### src/rtl/crc_seq_ctrl.sv
// Sequencer for a serial 8-bit CRC LFSR core: takes a parallel word, clears the core,
// shifts the word in LSB-first, collects the serial CRC bits and returns them in parallel.
module crc_seq_ctrl #(
  parameter int DATA_WIDTH = 8,
  parameter int CRC_WIDTH  = 8,
  parameter int TIMEOUT    = 16
) (
  input  logic                  CLK,
  input  logic                  RST,
  input  logic [DATA_WIDTH-1:0] IN_Data,
  input  logic                  IN_Valid,
  output logic                  IN_Ready,
  output logic [CRC_WIDTH-1:0]  OUT_CRC,
  output logic                  OUT_Err,
  output logic                  OUT_Valid,
  input  logic                  OUT_Ready,
  output logic                  CRC_RST_n,
  output logic                  CRC_Active,
  output logic                  CRC_Data,
  input  logic                  CRC_Valid,
  input  logic                  CRC_Bit
);

  // state   | meaning
  // IDLE    | waiting for an input word
  // CLR     | core held in reset for one cycle
  // SHIFT   | data word streamed into the core LSB-first
  // COLLECT | serial CRC bits captured, idle-cycle timer running
  // DONE    | result presented until the consumer accepts it

  localparam int MAX_A = (DATA_WIDTH > CRC_WIDTH) ? DATA_WIDTH : CRC_WIDTH;
  localparam int MAX_V = (MAX_A > TIMEOUT) ? MAX_A : TIMEOUT;
  localparam int CNT_W = $clog2(MAX_V) + 1;

  localparam logic [CNT_W-1:0] SHIFT_LAST   = CNT_W'(DATA_WIDTH - 1);
  localparam logic [CNT_W-1:0] COLLECT_LAST = CNT_W'(CRC_WIDTH - 1);
  localparam logic [CNT_W-1:0] TIMER_LAST   = CNT_W'(TIMEOUT - 1);

  typedef enum logic [2:0] {
    S_IDLE,
    S_CLR,
    S_SHIFT,
    S_COLLECT,
    S_DONE
  } state_t;

  state_t                state_q, state_d;
  logic [CNT_W-1:0]      cnt_q, cnt_d;
  logic [CNT_W-1:0]      timer_q, timer_d;
  logic [DATA_WIDTH-1:0] data_q, data_d;
  logic [CRC_WIDTH-1:0]  crc_q, crc_d;
  logic                  err_q, err_d;
  logic                  in_ready_q, out_valid_q, crc_rst_n_q, crc_active_q, crc_data_q;
  logic [CRC_WIDTH-1:0]  bit_mask;

  assign bit_mask = CRC_WIDTH'(1) << cnt_q;

  always_comb begin
    state_d = state_q;
    cnt_d   = cnt_q;
    timer_d = timer_q;
    data_d  = data_q;
    crc_d   = crc_q;
    err_d   = err_q;
    case (state_q)
      S_IDLE: begin
        if (IN_Valid && in_ready_q) begin
          data_d  = IN_Data;
          state_d = S_CLR;
        end
      end
      S_CLR: begin
        cnt_d   = '0;
        crc_d   = '0;
        err_d   = 1'b0;
        state_d = S_SHIFT;
      end
      S_SHIFT: begin
        // The latch is shifted so the next serial bit always sits at bit 0.
        data_d = data_q >> 1;
        cnt_d  = cnt_q + 1'b1;
        if (cnt_q == SHIFT_LAST) begin
          cnt_d   = '0;
          timer_d = '0;
          state_d = S_COLLECT;
        end
      end
      S_COLLECT: begin
        if (CRC_Valid) begin
          crc_d   = (crc_q & ~bit_mask) | (CRC_Bit ? bit_mask : '0);
          cnt_d   = cnt_q + 1'b1;
          timer_d = '0;
          if (cnt_q == COLLECT_LAST) state_d = S_DONE;
        end else if (timer_q == TIMER_LAST) begin
          err_d   = 1'b1;
          state_d = S_DONE;
        end else begin
          timer_d = timer_q + 1'b1;
        end
      end
      S_DONE: begin
        if (OUT_Ready) state_d = S_IDLE;
      end
      default: state_d = S_IDLE;
    endcase
  end

  // Outputs are registered from the next-state values so they line up with the state.
  always_ff @(posedge CLK) begin
    if (RST) begin
      state_q      <= S_IDLE;
      cnt_q        <= '0;
      timer_q      <= '0;
      data_q       <= '0;
      crc_q        <= '0;
      err_q        <= 1'b0;
      in_ready_q   <= 1'b0;
      out_valid_q  <= 1'b0;
      crc_rst_n_q  <= 1'b0;
      crc_active_q <= 1'b0;
      crc_data_q   <= 1'b0;
    end else begin
      state_q      <= state_d;
      cnt_q        <= cnt_d;
      timer_q      <= timer_d;
      data_q       <= data_d;
      crc_q        <= crc_d;
      err_q        <= err_d;
      in_ready_q   <= (state_d == S_IDLE);
      out_valid_q  <= (state_d == S_DONE);
      crc_rst_n_q  <= (state_d != S_CLR);
      crc_active_q <= (state_d == S_SHIFT);
      crc_data_q   <= (state_d == S_SHIFT) && data_d[0];
    end
  end

  assign IN_Ready   = in_ready_q;
  assign OUT_Valid  = out_valid_q;
  assign OUT_CRC    = crc_q;
  assign OUT_Err    = err_q;
  assign CRC_RST_n  = crc_rst_n_q;
  assign CRC_Active = crc_active_q;
  assign CRC_Data   = crc_data_q;

endmodule

### config.mk
export PLATFORM = sky130hd
export DESIGN_NAME = crc_seq_ctrl
export DESIGN_NICKNAME = d
export VERILOG_FILES = /design/src/rtl/crc_seq_ctrl.sv
export SDC_FILE = /design/constraint.sdc
export NUM_CORES = 1
export LEC_CHECK = 0
export BUFFER_PORTS_ARGS = -buffer_cell sky130_fd_sc_hd__buf_2
export CAP_MARGIN = 25
export CORE_MARGIN = 2
export CORE_UTILIZATION = 45
export DETAILED_ROUTE_END_ITERATION = 16
export PLACE_DENSITY = 0.66
export SYNTH_ARGS = -nofsm -noshare
export SYNTH_HDL_FRONTEND = slang
export SYNTH_SLANG_ARGS = --single-unit
export TNS_END_PERCENT = 1
### constraint.sdc
create_clock -name CLK -period 2.4 [get_ports CLK]
set_input_delay 0.48 -clock CLK [delete_from_list [all_inputs] [get_ports CLK]]
set_output_delay 0.48 -clock CLK [all_outputs]
set_load 0.05 [all_outputs]
## Yosys cells after proc, flatten, opt, wreduce, memory -nomap -nowiden

Index checks and enable logic that the tools add are counted.

- Input bits: 14
- Output and inout port bits: 14
- Flip-flop bits (word level): 35

- Mux-type cells: 22
- Bitwise gates (word level): 3
- Shifts and indexed selects: 1
- Add/subtract/negate cells: 2
- Reductions and logical operators: 13
- Equality and inequality tests: 15

Operator list:

| cell | number |
|---|---|
| one-hot mux 8 bit (2 select lines) | 2 |
| two-way mux 5 bit | 5 |
| two-way mux 8 bit | 3 |
| two-way mux 3 bit | 6 |
| one-hot mux 3 bit (5 select lines) | 1 |
| one-hot mux 5 bit (3 select lines) | 1 |
| adder 5 x 1 -> 5 bit, second input constant | 2 |
| inequality test 2 bit, second input constant | 5 |
| one-hot mux 5 bit (2 select lines) | 1 |
| equality test 3 x 2 -> 1 bit, second input constant | 3 |
| AND 8 bit | 1 |
| NOT 8 bit | 1 |
| OR 8 bit | 1 |
| << shifter 1 x 5 -> 8 bit, first input constant | 1 |
| equality test 3 bit, second input constant | 2 |
| zero test 3 bit | 2 |
| AND reduction 2 bit | 3 |
| AND reduction 3 bit | 2 |
| nonzero test 2 bit | 3 |
| equality test 5 x 3 -> 1 bit, second input constant | 1 |
| equality test 5 x 4 -> 1 bit, second input constant | 1 |
| equality test 3 x 1 -> 1 bit, second input constant | 1 |
| inequality test 3 x 1 -> 1 bit, second input constant | 1 |
| inequality test 3 bit, second input constant | 1 |
| 4 further kinds | 6 |

## Logic depth before layout (Yosys ltp)

- Depth after elaboration: 6
- Depth in mapped cells: 9

## Worst setup path after synthesis

Ideal clock, no wire load.

- Path type: flip-flop to flip-flop
- From: reg timer_q[0]
- To: reg crc_data_q (netlist: CRC_Data)
- Arrival time: 1.800 ns
- Setup time: 0.090 ns
- Clock period less this slack: 1.890 ns
- Slack: 0.510 ns
- Buffers on the path: 1
- Cell stages (with the launch flop): 9
- Cell sequence: dfxtp_1 ha_1 and3_1 ha_1 nand2b_4 buf_6 and3_4 a221o_1 nor4bb_2

- Word-level cells in the longest chain between the ends: 6

RTL lines:

| item | line | text |
|---|---|---|
| start, declared | 49 | `logic [CNT_W-1:0] timer_q, timer_d;` |
| start signal, assigned | 125 | `timer_q <= timer_d;` |
| equality test 5 x 4 -> 1 bit | 94 | `end else if (timer_q == TIMER_LAST) begin` |
| two-way mux 3 bit | 94 |  |
| two-way mux 3 bit | 89 | `if (CRC_Valid) begin` |
| one-hot mux 3 bit (5 select lines) | 65 | `case (state_q)` |
| equality test 3 x 2 -> 1 bit | 133 | `crc_data_q <= (state_d == S_SHIFT) && data_d[0];` |
| logical AND 1 bit | 133 |  |
| end signal, assigned | 133 |  |
| end, declared | 53 | `logic in_ready_q, out_valid_q, crc_rst_n_q, crc_active_q, crc_data_q;` |

Every way passes these cells.
A chain may end at the register's enable or synchronous reset.

## Worst setup path after layout

- From: reg cnt_q[1]
- To: reg crc_data_q (netlist: CRC_Data)

- Word-level cells in the longest chain between the ends: 6

RTL lines:

| item | line | text |
|---|---|---|
| start, declared | 48 | `logic [CNT_W-1:0] cnt_q, cnt_d;` |
| start signal, assigned | 124 | `cnt_q <= cnt_d;` |
| equality test 5 x 3 -> 1 bit (*) | 82, 93 |  |
| two-way mux 3 bit | 93 | `if (cnt_q == COLLECT_LAST) state_d = S_DONE;` |
| two-way mux 3 bit | 89 |  |
| one-hot mux 3 bit (5 select lines) (*) | 65 |  |
| equality test 3 x 2 -> 1 bit (*) | 133 |  |
| logical AND 1 bit (*) | 133 |  |

Every way passes the cells marked *; elsewhere a longest branch is shown, timed or not.

==> out/results.txt <==
The number of antenna violations at the first check in global routing is 0, and the synthesized cell area is 0.00179 mm2. The tools report the antenna diode instance count as 0. The delay contributed by the slowest stage of the critical path was 0.57 ns; the number of clock sinks was 35. The logs give 0.477 for the starting density of the core and 965 um2 for the multi-input logic area. The run finished with clean final reports.

Yosys printed 0 warnings. The tools report the number of iterations in the first detailed-routing pass as 5. When the netlist entered floorplanning its net count stood at 229.

The root buffer cell chosen for the clock tree is sky130_fd_sc_hd__clkbuf_8. Combined global-route utilization of all metal layers: 0.178. The tools report the kind of launch point of the worst setup path as a flop.

The number of setup buffers added after CTS is 0. The number of enable flip-flop cells after synthesis is 0. The sum of internal, switching and leakage power was 1.39 mW. Across all layers, the routed design uses 1555 vias. The final weighted congestion in routability-driven placement was 0.777.

The full die area came out at 0.00449 mm2. The number of nets in the final layout is 255, and the maximum clock path buffer count is 2. With fillers left out, the area of the finished cells amounts to 0.00208 mm2. For the global-route wire length before repair, the log shows 6.04 mm.

The final worst clock skew was 0.00461 ns; the async set-reset flop share out of synthesis was 0. The number of global-route vias before repair was 1369; the number of hold buffers added after cts was 0. In this run the horizontal extent of the chip is 67.0 um. For the number of max-capacitance violations reported, the log shows 0. The run gives 0.392 as the sequential fraction of the synthesis area. Data on the critical path is required at its endpoint by 2.61 ns. The highest attainable clock frequency was 500 MHz. The kind of critical path was flop to flop.

Setup repair after global routing left no endpoint under its margin. Counting distinct cell types in the post-synthesis netlist gives 47. For this design the static power due to leakage is 0.797 nW. TritonCTS built the clock tree.

The count of H-tree levels built during CTS is 2, and the count of buffers from port buffering is 27. Row generation in the floorplan step produced 22 rows. Walking the worst path, the cells encountered are ha_1 > and4bb_2 > nand2_1 > a221o_1 > nor4bb_2.

Dividing the synthesized area by the synthesized cell count gives 8.42 um2. The worst-case headroom to the max-slew limit was 0.589; the clock slew seen by the registers of the worst setup and hold paths was 0.07 ns. Wires add up to 3.58 mm. The number of hold-slack violations in the final timing report came out at 0. The remaining number of nets flagged by the antenna check after routing is 0. The clock reaches the later pin of the worst-skew pair after 0.30 ns. For the half-perimeter wire length after detailed placement, the log shows 2.59 mm. The number of clock buffers added by TritonCTS is 5.

Final worst-path cycle share: 0.833. The library cell used most frequently in the layout, excluding fill and tap cells, is sky130_fd_sc_hd__dfxtp_1. For the final routed database, the setup TNS stands at 0 ns.

Type of the most critical hold path: input pin to flop. The worst path buffer plus inverter count came out at 0. In this run the vertical extent of the chip is 67.0 um.

The kind of capture point of the worst setup path is a flop. Setup violations remaining at the end of the flow were counted as 0. The placeable core region was 0.00374 mm2.

The placed instances occupy a cell area of 0.00195 mm2. Data on the critical path arrives at its endpoint at 2.21 ns. The number of design rule violations left after detail routing is 0, and the area added between synthesis and finish is 16.7%. The share of cells above drive strength 1 was 0.218; the maximum vdd ir drop was 391 uV.

Broken down by cell family, the worst path's largest delay share belongs to simple AND/OR/NAND/NOR gates. The number of gates resized after cts is 0. The run gives 212 as the post-synthesis instance total.

Counting the fill cells in the layout gives 384. 28 I/O pins were placed. Dividing the detail-routed wire length by the instance count gives 12.5 um. The tools report the sequential standard cell area as 701 um2. Cell with the largest stage delay on the worst path: sky130_fd_sc_hd__dfxtp_1. The tools report the maximum number of pins on one net before global-route repair as 18. The power per cell area is 669 mW/mm2. At the pin with the least slew margin, the transition time is 0.612 ns. The top cell types in the final layout, fill and taps aside, are sky130_fd_sc_hd__dfxtp_1 (35), sky130_fd_sc_hd__buf_2 (27), sky130_fd_sc_hd__a21oi_1 (25).

The total count of max-transition violations in the final report is 0, and the largest fanout on the critical path is 13. In the synthesized netlist the dominant register cell turns out to be sky130_fd_sc_hd__dfxtp_1. The clock period minus final worst setup slack is 2.00 ns, and the number of storage elements in the synthesis netlist is 35. The leftover overflow at the end of global routing is 0, and the violation count after the first detailed-route iteration is 78. Dividing the detail-routed via count by the number of cells gives 5.42.
power by group:
part | switching [mW] | total [mW] | internal, mW | leakage (nW)
clock network | 0.223 | 0.637 | 0.414 | 0.0644
logic | 0.0828 | 0.138 | 0.0550 | 0.449
registers | 0.0206 | 0.619 | 0.598 | 0.284
total | 0.327 | 1.39 | 1.07 | 0.797
cells by family (layout without fill, tap and decap cells):
logic type      count (synthesis)  after routing  share of synthesized area
flops                          35             35                      0.392
compound gates                 55             55                      0.205
mux                             2              2                     0.0119
buf+inv                        27             54                     0.0673
simple gates                   87             87                      0.288
xor+xnor                        3              3                     0.0147
fa+ha+maj                       3              3                     0.0210
cells in the mapped netlist, drive strengths merged, types with 4 or more instances:
| cell type | instances | share of area |
|---|---|---|
| a21oi | 25 | 0.070 |
| nand2 | 18 | 0.038 |
| nor2 | 19 | 0.040 |
| inv | 15 | 0.032 |
| nand2b | 8 | 0.032 |
| nand3b | 4 | 0.019 |
| clkbuf | 5 | 0.011 |
| buf | 7 | 0.025 |
| nand4 | 4 | 0.014 |
| a22oi | 6 | 0.025 |
| o32ai | 4 | 0.020 |
| nor3 | 5 | 0.014 |
| nor2b | 7 | 0.025 |
| nand3 | 8 | 0.022 |
| o22ai | 5 | 0.018 |
| dfxtp | 35 | 0.39 |
flip-flops by register name (all words and copies together) (netlist names):
signal and count:
CRC_Active 1, data_q 8, timer_q 5, cnt_q 5, OUT_Valid 1, state_q 3, CRC_Data 1, CRC_RST_n 1
OUT_Err 1, OUT_CRC 8, IN_Ready 1
path summary, 6_finish.rpt:
| kind | cells past startpoint | slack, ns | start | endpoint |
|---|---|---|---|---|
| min reg2reg | 2 | 0.45 | OUT_CRC[1] | OUT_CRC[1] |
| min | 3 | 0.42 | IN_Data[7] | data_q[7] |
| max | 5 | 0.40 | cnt_q[1] | CRC_Data |
| max reg2reg | 5 | 0.40 | cnt_q[1] | CRC_Data |
routing by layer:
metal / global-route usage / up-vias / wire (um)
met5: 0 / - / 0
met4: 0.0918 / 0 / 56
met3: 0.0456 / 7 / 213
met2: 0.270 / 34 / 1500
met1: 0.232 / 709 / 1810
li1: - / 805 / -
tightest hold or removal path, cell delays in order:
cell,delay (ns)
sky130_fd_sc_hd__buf_2,0.08
sky130_fd_sc_hd__a21oi_1,0.05
sky130_fd_sc_hd__nor2_1,0.07
per-stage QoR:
stage               setup WS [ns]  hold slack [ns]  std cells   util
floorplan                   0.510            0.437        212      -
global placement            0.519            0.443        279  0.520
detailed placement          0.435            0.447        279  0.520
CTS                         0.413            0.414        287  0.556
global route                0.239            0.462        287  0.556
finish                      0.402            0.416        287  0.556
cell type report:
| type | instances | area share |
|---|---|---|
| clock inverter | 3 | 0.0324 |
| timing repair buffer | 31 | 0.0793 |
| clock buffer | 5 | 0.0330 |
| sequential | 35 | 0.336 |
| inverter | 15 | 0.0270 |
| tap | 48 | 0.0288 |
| multi-input combinational | 150 | 0.463 |
Power figures use the tool's default switching activity.
